<file path="config.mk">
export PLATFORM = sky130hd
export DESIGN_NAME = uart_cmd_sequencer
export DESIGN_NICKNAME = d
export VERILOG_FILES = /design/src/rtl/uart_cmd_sequencer.sv
export SDC_FILE = /design/constraint.sdc
export NUM_CORES = 1
export LEC_CHECK = 0
export ABC_AREA = 1
export CORE_MARGIN = 2
export CORE_UTILIZATION = 52
export CTS_CLUSTER_SIZE = 30
export DETAILED_ROUTE_END_ITERATION = 6
export HOLD_SLACK_MARGIN = 0.12
export MAX_ROUTING_LAYER = met4
export PLACE_DENSITY = 0.72
export REMOVE_ABC_BUFFERS = 1
export SYNTH_ARGS = -nofsm -noshare
export SYNTH_HDL_FRONTEND = slang
export SYNTH_SLANG_ARGS = --single-unit
</file>
<file path="constraint.sdc">
create_clock -name clk -period 2.5 [get_ports clk]
set_input_delay 0.25 -clock clk [delete_from_list [all_inputs] [get_ports clk]]
set_output_delay 0.25 -clock clk [all_outputs]
set_load 0.01 [all_outputs]
</file>
<file path="src/rtl/uart_cmd_sequencer.sv">
// Opcode decoder and framed reply generator between UART RX, max-value cache and UART TX.
// Captures every requested channel first, then streams HDR, hi/lo pairs and an XOR checksum.
module uart_cmd_sequencer #(
   parameter int unsigned SEL_SETTLE = 2,
   parameter int unsigned TX_TIMEOUT = 1024,
   parameter logic [7:0]  HDR_BYTE   = 8'hA5,
   parameter logic [7:0]  NAK_BYTE   = 8'h15
) (
   input  logic       clk,
   input  logic       reset_b,
   input  logic [7:0] rx_data,
   input  logic       rx_ready,
   input  logic [9:0] max_value,
   input  logic       tx_ready,
   output logic [2:0] channel_sel,
   output logic [7:0] tx_data,
   output logic       tx_write_en,
   output logic       tx_en,
   output logic       busy,
   output logic       cmd_dropped,
   output logic       tx_timeout
);

   typedef enum logic [2:0] {
      IDLE, DECODE, SETTLE, CAPTURE, LOAD, STROBE, WAIT_ACCEPT, WAIT_DONE
   } state_t;

   localparam bit          NO_SETTLE   = (SEL_SETTLE <= 1);
   localparam logic [3:0]  SETTLE_LAST = (SEL_SETTLE > 1) ? 4'(SEL_SETTLE - 2) : 4'd0;
   localparam logic [15:0] TO_LAST     = 16'(TX_TIMEOUT - 1);

   state_t      state;
   logic [7:0]  opcode;
   logic        all_ch;
   logic [3:0]  idx;
   logic [3:0]  last_idx;
   logic [3:0]  settle_cnt;
   logic [15:0] wait_cnt;
   logic [7:0]  chk;
   logic [9:0]  hold [4];

   logic [3:0]  nidx;
   logic [1:0]  nch;
   logic [9:0]  nval;
   logic [7:0]  nbyte;
   logic [1:0]  ch_first;
   logic        is_single;

   assign ch_first  = opcode[1:0] - 2'd1;
   assign is_single = (opcode >= 8'd1) && (opcode <= 8'd4);
   assign nidx      = idx + 4'd1;

   // Byte following the one on tx_data: odd positions carry hi bits, even carry lo.
   always_comb begin
      nch   = all_ch ? idx[2:1] : channel_sel[1:0];
      nval  = hold[nch];
      nbyte = nval[7:0];
      if (nidx == last_idx)
         nbyte = chk;
      else if (nidx[0])
         nbyte = {6'b0, nval[9:8]};
   end

   always_ff @(posedge clk) begin
      if (!reset_b) begin
         state       <= IDLE;
         opcode      <= '0;
         all_ch      <= 1'b0;
         idx         <= '0;
         last_idx    <= '0;
         settle_cnt  <= '0;
         wait_cnt    <= '0;
         chk         <= '0;
         hold        <= '{default: '0};
         channel_sel <= '0;
         tx_data     <= '0;
         tx_write_en <= 1'b0;
         tx_en       <= 1'b0;
         busy        <= 1'b0;
         cmd_dropped <= 1'b0;
         tx_timeout  <= 1'b0;
      end else begin
         tx_write_en <= 1'b0;
         tx_en       <= 1'b0;
         tx_timeout  <= 1'b0;
         cmd_dropped <= rx_ready & busy;
         unique case (state)
            IDLE: begin
               if (rx_ready) begin
                  opcode <= rx_data;
                  busy   <= 1'b1;
                  state  <= DECODE;
               end
            end
            DECODE: begin
               chk        <= '0;
               idx        <= '0;
               settle_cnt <= '0;
               if (is_single) begin
                  all_ch      <= 1'b0;
                  last_idx    <= 4'd3;
                  channel_sel <= {1'b0, ch_first};
                  state       <= NO_SETTLE ? CAPTURE : SETTLE;
               end else if (opcode == 8'h0F) begin
                  all_ch      <= 1'b1;
                  last_idx    <= 4'd9;
                  channel_sel <= '0;
                  state       <= NO_SETTLE ? CAPTURE : SETTLE;
               end else begin
                  all_ch   <= 1'b0;
                  last_idx <= '0;
                  tx_data  <= NAK_BYTE;
                  state    <= LOAD;
               end
            end
            SETTLE: begin
               if (settle_cnt == SETTLE_LAST)
                  state <= CAPTURE;
               else
                  settle_cnt <= settle_cnt + 4'd1;
            end
            CAPTURE: begin
               hold[channel_sel[1:0]] <= max_value;
               chk <= chk ^ {6'b0, max_value[9:8]} ^ max_value[7:0];
               if (all_ch && channel_sel != 3'd3) begin
                  channel_sel <= channel_sel + 3'd1;
                  settle_cnt  <= '0;
                  state       <= NO_SETTLE ? CAPTURE : SETTLE;
               end else begin
                  tx_data <= HDR_BYTE;
                  state   <= LOAD;
               end
            end
            LOAD: begin
               if (tx_ready) begin
                  tx_write_en <= 1'b1;
                  tx_en       <= 1'b1;
                  state       <= STROBE;
               end
            end
            STROBE: begin
               wait_cnt <= 16'd1;
               state    <= WAIT_ACCEPT;
            end
            WAIT_ACCEPT: begin
               if (!tx_ready) begin
                  state <= WAIT_DONE;
               end else if (wait_cnt == TO_LAST) begin
                  tx_timeout <= 1'b1;
                  busy       <= 1'b0;
                  state      <= IDLE;
               end else begin
                  wait_cnt <= wait_cnt + 16'd1;
               end
            end
            WAIT_DONE: begin
               if (tx_ready) begin
                  if (idx == last_idx) begin
                     busy  <= 1'b0;
                     state <= IDLE;
                  end else begin
                     idx     <= nidx;
                     tx_data <= nbyte;
                     state   <= LOAD;
                  end
               end
            end
            default: state <= IDLE;
         endcase
      end
   end

endmodule

</file>
---- After elaboration in Yosys (flattened, before gate mapping) ----
Cells that the tools add are included.
storage, ports and cells
  register bits after elaboration ......... 103
  bits in latches ......................... 0
  RAM bits ................................ 0
  ROM bits ................................ 0
  bits of input ports ..................... 22
  output and inout bits ................... 16
  logic and storage cells ................. 134
  memories kept ........................... 0
cells by class
  add/subtract/negate cells ............... 5
  $mul .................................... 0
  divide/modulo/power cells ............... 0
  magnitude comparators ................... 5
  equal/unequal tests ..................... 28
  shift-type cells ........................ 0
  muxes and demuxes ....................... 52
  bitwise gates (word level) .............. 5
  reductions and logical operators ........ 21
operator list
  cell                                             count
  two-way mux 8 bit                                7
  bitwise mux 40 bit                               1
  two-way mux 3 bit                                13
  two-way mux 16 bit                               2
  case mux 16 bit (2 select lines)                 1
  two-way mux 10 bit                               3
  != test 2 bit, second input constant             14
  two-way mux 4 bit                                6
  case mux 3 bit (8 select lines)                  1
  case mux 8 bit (3 select lines)                  1
  binary-select mux 10 bit (select 2 bit)          1
  demux 10 bit (select 2 bit)                      1
  adder 16 x 1 -> 16 bit, second input constant    1
  == test 16 x 10 -> 1 bit, second input constant  1
  case mux 8 bit (2 select lines)                  1
  AND reduction 3 bit                              5
  == test 3 bit, second input constant             4
  case mux 4 bit (3 select lines)                  1
  AND reduction 6 bit                              2
  two-way mux 1 bit                                9
  nonzero test 3 bit                               3
  adder 4 x 1 -> 4 bit, second input constant      2
  == test 4 bit                                    2
  == test 8 x 4 -> 1 bit, second input constant    1
  other kinds (24)                                 33

---- Depth between registers and ports, before layout ----
Gate-level depths: netlist (run 1).
  depth in word-level cells ............... 10
  depth in mapped cells ................... 13
  gate-level depth less buffers ........... 13

---- Least setup slack after synthesis (run 1) ----
No wires, ideal clock.
  path kind ............................... register to register
  start ................................... register channel_sel[0]
  end ..................................... register channel_sel[0]
  setup time .............................. 118 ps
  arrival time ............................ 1,551 ps
  data required time ...................... 2,382 ps
  setup slack ............................. 831 ps
  stages on the path, launching flop included .. 10
  buffers on the path ..................... 0
  clock period less this slack ............ 1,669 ps
  cell sequence ........................... dfxtp_1 ha_1 ha_1 inv_1 a21oi_1 a21oi_4 nand3_2 inv_2 o21ai_1 nor2_1
between the ends
  longest elaborated chain between the ends .. 4
  elaborated cells between the ends (all ways) .. 7
  classes of those cells .................. add/sub: 1; eq/ne: 2; mux: 2; reduce/logical: 2
ends and longest elaborated chain
  element                                                       RTL line  text
  start, declared                                               15        output logic [2:0] channel_sel,
  start signal, assigned                                        102       channel_sel <= {1'b0, ch_first};
  start signal, assigned                                        126       channel_sel <= channel_sel + 3'd1;
  branches (longest 4 deep; another with adder 3 x 1 -> 3 bit)  n/a
Several ways; the timed one is not identified. The select of a mux whose other input is x is not followed.
A chain may end at the register's enable or synchronous reset.

---- Final worst setup path (run 1) ----
  start ................................... register idx[0]
  end ..................................... register tx_data[6]
between the ends
  longest elaborated chain between the ends .. 6
  elaborated cells between the ends (all ways) .. 10
  classes of those cells .................. add/sub: 1; eq/ne: 3; mux: 5; reduce/logical: 1
ends and longest elaborated chain
  element                                             RTL line  text
  start, declared                                     35        logic [3:0] idx;
  start signal, assigned                              162       idx <= nidx;
  adder 4 x 1 -> 4 bit                                51        assign nidx = idx + 4'd1;
  == test 4 bit or two-way mux 8 bit (tied branches)  58, 60
  two-way mux 8 bit                                   58        if (nidx == last_idx)
  two-way mux 8 bit                                   158       if (idx == last_idx) begin
  two-way mux 8 bit                                   157       if (tx_ready) begin
  case mux 8 bit (3 select lines)                     87        unique case (state)
  end signal, assigned                                163       tx_data <= nbyte;
  end, declared                                       16        output logic [7:0] tx_data,
Several ways; a longest one is shown, not always the timed one. The select of a mux whose other input is x is not followed.

==> results of run 1 <==
==> flip-flops by register name, indices dropped and copies added (netlist names), 4 cells and up <==
name        flops
hold           40
wait_cnt       16
chk             8
opcode          8
tx_data         8
idx             4
settle_cnt      4
==> placed cells by master (no fill, tap or decap), types with 2 or more instances in the layout <==
cell	synthesis	routed
nand2_1	185	185
dfxtp_1	101	101
a21oi_1	91	91
nand3_1	87	87
inv_1	78	78
nor2_1	57	57
o21ai_0	44	44
clkdlybuf4s50_1	0	37
ha_1	13	13
nor3_1	10	10
inv_2	10	10
clkbuf_8	0	9
xor2_1	8	8
nand3_2	7	7
buf_4	7	7
nand2_2	6	6
nand4_1	5	5
nor2_2	5	5
o21ai_1	5	5
inv_4	2	2
xnor2_1	2	2
nor2_8	2	2
clkinv_4	0	2
inv_6	0	2
==> cell type report <==
| class | instances | share of cell area [%] |
|---|---|---|
| clock buffer | 9 | 2.11 |
| tap | 133 | 2.84 |
| inverter | 91 | 5.91 |
| timing repair buffer | 44 | 7.21 |
| multi-input combinational | 542 | 46.1 |
| sequential | 101 | 34.5 |
| clock inverter | 7 | 1.39 |
==> logic make-up after synthesis <==
family | count (synthesis)
AO/OA/AOI/OAI | 149
XOR/XNOR | 10
adder cells (fa/ha/maj) | 13
buffers and inverters | 121
flip-flops | 101
AND/OR/NAND/NOR | 370
==> cell usage after synthesis (5+ instances only) <==
library cell	n	area share, %
nand2_1	185	13
dfxtp_1	101	39
a21oi_1	91	8.7
nand3_1	87	8.3
inv_1	78	5.6
nor2_1	57	4.1
o21ai_0	44	4.2
ha_1	13	3.1
buf_2	10	0.95
clkbuf_1	10	0.72
inv_2	10	0.72
nor3_1	10	0.95
xor2_1	8	1.3
buf_4	7	1.0
nand3_2	7	1.3
nand2_2	6	0.72
nand4_1	5	0.60
nor2_2	5	0.60
o21ai_1	5	0.48
==> power breakdown <==
part | switching, uW | internal, uW | leakage [uW]
logic | 924 | 502 | 0.00137
clock network | 611 | 480 | 0.000106
registers | 145 | 1790 | 0.000818
total | 1680 | 2770 | 0.00230
==> per-stage QoR <==
stage | util (%) | hold WS (ns) | cell area (sq um) | cells
floorplan | - | 0.370 | 5070 | 734
global placement | 57.9 | 0.432 | 5660 | 911
detailed placement | 57.9 | 0.435 | 5660 | 911
CTS | 60.0 | 0.451 | 5870 | 927
global route | 60.0 | 0.463 | 5870 | 927
finish | 60.0 | 0.453 | 5870 | 927
==> routing by layer <==
| metal | part of all wire (%) | wire, microns | vias to the layer above | global-route usage [%] |
|---|---|---|---|---|
| met5 | 0 | 0 | - | - |
| met3 | 4.7 | 612 | 12 | 4.57 |
| met2 | 51 | 6640 | 115 | 45.1 |
| met4 | 1.1 | 148 | 0 | 7.24 |
| li1 | - | - | 2524 | - |
| met1 | 43 | 5590 | 2295 | 29.2 |
==> path summary, 6_finish.rpt <==
check | startpoint | end | cells past startpoint
worst min-delay path | hold[2]$_SDFFE_PN0P_ | hold[2]$_SDFFE_PN0P_ | 2
worst min register to register | hold[2]$_SDFFE_PN0P_ | hold[2]$_SDFFE_PN0P_ | 2
worst max register to register | idx[0]$_SDFFE_PN0P_ | tx_data[6]$_SDFFE_PN0P_ | 7
worst max-delay path | idx[0]$_SDFFE_PN0P_ | tx_data[6]$_SDFFE_PN0P_ | 7
==> worst min-delay path, cell delays in order (launching register included) <==
cell     delay [ns]
dfxtp_1        0.32
inv_1          0.05
a21oi_1        0.05
==> flow_summary.json, run 1 <==
{
  "worstPathMaxFanout": 12,
  "io_pins": 38,
  "grt_pass1_vias": 4849,
  "die-area_sq_um": 10900,
  "synth_cell_types": 39,
  "grtUsageTotal_pct": 25.4,
  "setup_tns_ns": 0,
  "seqCellArea_sq_um": 2020,
  "post-place-ws_ns": 0.387,
  "synthFlopType": "dfxtp_1",
  "ys_warn_count": 0,
  "synth_compound_area_share_pct": 14.9,
  "synth-simple-area-share_pct": 31.9,
  "syn_area_sq_um": 5250,
  "grt_max_degree": 35,
  "synth_mux_area_share_pct": 0,
  "slew_violations": 0,
  "clock-skew-final_ns": 0.0129,
  "h-tree-depth": 3,
  "path_clk_slew_ns": 0.10,
  "std_cell_rows": 36,
  "worstSetupPathType": "reg2reg",
  "finalHoldViolations": 0,
  "setup_violations": 0,
  "startpoint_type": "flop",
  "antenna_cells": 0,
  "rsz0062_at_grt": "false",
  "avgSynthCellArea_sq_um": 6.87,
  "dp_hpwl_mm": 9.36,
  "multi_input_area_sq_um": 2710,
  "synth-seq-cells": 101,
  "cp_slowest_cell": "dfxtp_1",
  "cp.required_ns": 2.75,
  "critPathCaptureType": "flop",
  "vias": 4946,
  "syn_inst": 764,
  "finalCritPeriodShare_pct": 84.8,
  "hp-class": "reg2reg",
  "tightest_slew_ns": 0.567,
  "yosys.area_share.adder_pct": 3.10,
  "wl_per_cell_microns": 14.0,
  "power_uw": 4450,
  "drt-pass1-iter-count": 5,
  "globalRouteOverflowTotal": 0,
  "powerDensity_nw_per_um2": 758,
  "period_minus_slack_ns": 2.12,
  "drc": 0,
  "max_stage_delay_ns": 0.61,
  "fin_ws_ns": 0.379,
  "synth_edf_count": 0,
  "detail-route-antenna-nets": 0,
  "fp.dieH_microns": 104,
  "path_buf_inv": 0,
  "clk_latency_ns": 0.37,
  "synth_top_family_by_area": "simple AND/OR/NAND/NOR gates",
  "max_freq_mhz": 472,
  "crit_chain": "ha_1 -> xor2_1 -> nor2_2 -> nand2_1 -> or2_2 -> nand3_1 -> a21oi_1",
  "maxSlewHeadroom_pct": 62.1,
  "root_buffer": "clkbuf_8",
  "layout-drive-gt1-share_pct": 7.81,
  "routabilityCongestion": 0.889,
  "post_cts_buffers": 0,
  "tritoncts": "done",
  "totalWireLength_mm": 13.0,
  "drt_iter0_drc": 252,
  "cts_made_buffers": 9,
  "cts_hold_buf": 0,
  "status": "finished clean",
  "p_leak_uw": 0.00230,
  "synth-xor-area-share_pct": 1.67,
  "ys_seq_area_share_pct": 38.5,
  "numPortBuffers": 37,
  "crit_family": "simple AND/OR/NAND/NOR gates",
  "async_flop_share_pct": 0,
  "fill_cells": 964,
  "vias_per_cell": 5.34,
  "nets": 824,
  "regToRegSetupSlack_ns": 0.38,
  "die_w_microns": 104,
  "core_area_sq_um": 9770,
  "initial_core_util_pct": 53.7,
  "cts_resized": 0,
  "arrival_ns": 2.37,
  "clockBufferDepth": 2,
  "peakVddDrop_mv": 0.511,
  "antenna_found_initial": 0,
  "syn_to_final_growth_pct": 11.8,
  "grt_pass1_wl_mm": 22.1,
  "clkSinkCount": 101,
  "drv_cap": 0
}
Note: power is estimated with default switching activity, not from simulation.
==> inputs of run 2 (changes only) <==
PLACE_DENSITY = 0.75   (was 0.72)
clock period = 1.88 ns   (was 2.5 ns; I/O delays follow)
==> flow_summary.json, run 2 (synthesis gave the netlist of run 1 again) <==
{
  "status": "finished clean",
  "arrival_ns": 2.02,
  "clkPwrFrac_pct": 21.7,
  "drv_cap": 0,
  "routabilityCongestion": 0.906,
  "antenna_cells": 0,
  "peakVddDrop_mv": 0.744,
  "startpoint_type": "flop",
  "vias": 5058,
  "top_regs": "hold (40), wait_cnt (16)",
  "cp.required_ns": 2.16,
  "switching_share_pct": 38.2,
  "crit_path_start": "idx[0]$_SDFFE_PN0P_",
  "grt_pass1_vias": 4874,
  "initial_core_util_pct": 53.7,
  "r2r_start": "idx[0]$_SDFFE_PN0P_",
  "grtUsageTotal_pct": 25.7,
  "totalWireLength_mm": 13.3,
  "worstSetupPathType": "reg2reg",
  "maxSlewHeadroom_pct": 73.6,
  "setup_violations": 0,
  "std_cell_rows": 36,
  "hp-class": "in2reg",
  "die-area_sq_um": 10900,
  "cts_made_buffers": 9,
  "globalRouteOverflowTotal": 0,
  "mostFrequentLayoutCell": "nand2_1",
  "path_clk_slew_ns": 0.10,
  "final_cell_mix": "nand2_1 (181), dfxtp_1 (101), a21oi_1 (91), nand3_1 (87), inv_1 (78)",
  "clkSinkCount": 101,
  "antenna_found_initial": 0,
  "clock-skew-final_ns": 0.0149,
  "whs_path_depth": 3,
  "wl_per_cell_microns": 14.0,
  "critPathCaptureType": "flop",
  "numPortBuffers": 37,
  "fin_area_sq_um": 6080,
  "nets": 844,
  "tritoncts": "done",
  "worstHoldStart": "rx_data[4]",
  "io_pins": 38,
  "placed_cell_area_sq_um": 5850,
  "rr_worst_depth": 12,
  "clk_latency_ns": 0.38,
  "slew_violations": 0,
  "drt-pass1-iter-count": 7,
  "fp.dieH_microns": 104,
  "p_seq_share_pct": 42.8,
  "tightest_slew_ns": 0.394,
  "setup_tns_ns": 0,
  "largest_register_ffs": 40,
  "p_leak_uw": 0.00239,
  "worstPathMaxFanout": 9,
  "rsz0062_at_grt": "false",
  "p_int_uw": 3670,
  "grt_max_degree": 52,
  "period_minus_slack_ns": 1.74,
  "post_cts_buffers": 0,
  "power_switching_uw": 2260,
  "combPwrFrac_pct": 35.5,
  "syn_to_final_growth_pct": 15.9,
  "drc": 0,
  "drt_iter0_drc": 289,
  "core_area_sq_um": 9770,
  "fill_cells": 933,
  "layout-drive-gt1-share_pct": 10.6,
  "max_freq_mhz": 574,
  "finalHoldViolations": 0,
  "vias_per_cell": 5.34,
  "seqCellArea_sq_um": 2020,
  "detail-route-antenna-nets": 0,
  "powerDensity_nw_per_um2": 976,
  "clockBufferDepth": 2,
  "root_buffer": "clkbuf_8",
  "dp_hpwl_mm": 9.40,
  "multi_input_area_sq_um": 2760,
  "grt_pass1_wl_mm": 22.5,
  "finalCritPeriodShare_pct": 92.6,
  "die_w_microns": 104,
  "h-tree-depth": 3,
  "cts_hold_buf": 0,
  "top_register": "hold"
}
-- run 2: cell count changes in the layout (fill, tap and decap cells not counted), sizes merged --
cell,previous run,this run
buf,7,27
bufinv,1,0
clkbuf,9,10
clkinv,4,2
clkinvlp,0,3
inv,93,92
-- run 2: power by group through the flow --
stage	Combinational (uW)	Sequential (uW)	Clock, uW
2_1_floorplan	1280	2610	0
3_3_place_gp	2000	2580	0
3_5_place_dp	2040	2590	0
4_1_cts	2060	2540	1310
5_1_grt	2340	2570	1390
6_report	2100	2540	1290
-- run 2: critical path: stages (launching register included) --
cell and delay (ns):
dfxtp_1 0.35, buf_4 0.18, inv_2 0.09, nand2_1 0.06, nand2_1 0.07, nor2_1 0.18
nand2_1 0.12, a21oi_1 0.22, nand2_1 0.09, nor2_1 0.13, nand2_1 0.06, nand2_1 0.06
nor2_1 0.04
-- run 2: layout make-up --
class,instances,share of cell area [%]
repair buffers,64,10.0
flip-flops and latches,101,33.3
inverters,91,5.74
multi-input cells,542,45.3
well taps,133,2.74
clock buffers,10,2.10
clock inverters,6,0.782
-- run 2: metrics by stage --
| step | hold WS [ns] | setup WS (ns) | std cells | power, uW | utilization, % |
|---|---|---|---|---|---|
| global placement | 0.433 | 0.104 | 931 | 4570 | 59.9 |
| floorplan | 0.308 | -0.311 | 734 | 3890 | - |
| finish | 0.393 | 0.138 | 947 | 5930 | 62.2 |
| CTS | 0.389 | 0.0387 | 947 | 5910 | 61.7 |
| detailed placement | 0.436 | -0.00705 | 931 | 4630 | 59.9 |
| global route | 0.395 | 0.000110 | 947 | 6300 | 62.2 |
-- run 2: final timing paths --
| check | end | slack, ns |
|---|---|---|
| max | busy$_SDFFE_PN0P_ | 0.14 |
| min | opcode[4]$_SDFFE_PN0P_ | 0.39 |
| max reg2reg | busy$_SDFFE_PN0P_ | 0.14 |
| min reg2reg | hold[2]$_SDFFE_PN0P_ | 0.45 |
-- run 2: routing by layer --
metal | track usage, % | wire, microns | up-vias
li1 | - | - | 2569
met1 | 30.1 | 5650 | 2325
met2 | 44.7 | 6710 | 145
met3 | 4.64 | 676 | 19
met4 | 7.92 | 226 | 0
met5 | - | 0 | -
-- run 2: what timing repair did --
| item | 4_1_cts | 5_1_grt |
|---|---|---|
| gates resized for setup | 1 | 12 |
| gates cloned | 0 | 0 |
| setup endpoints to repair | 9 | 36 |
| pin swaps | 0 | 1 |
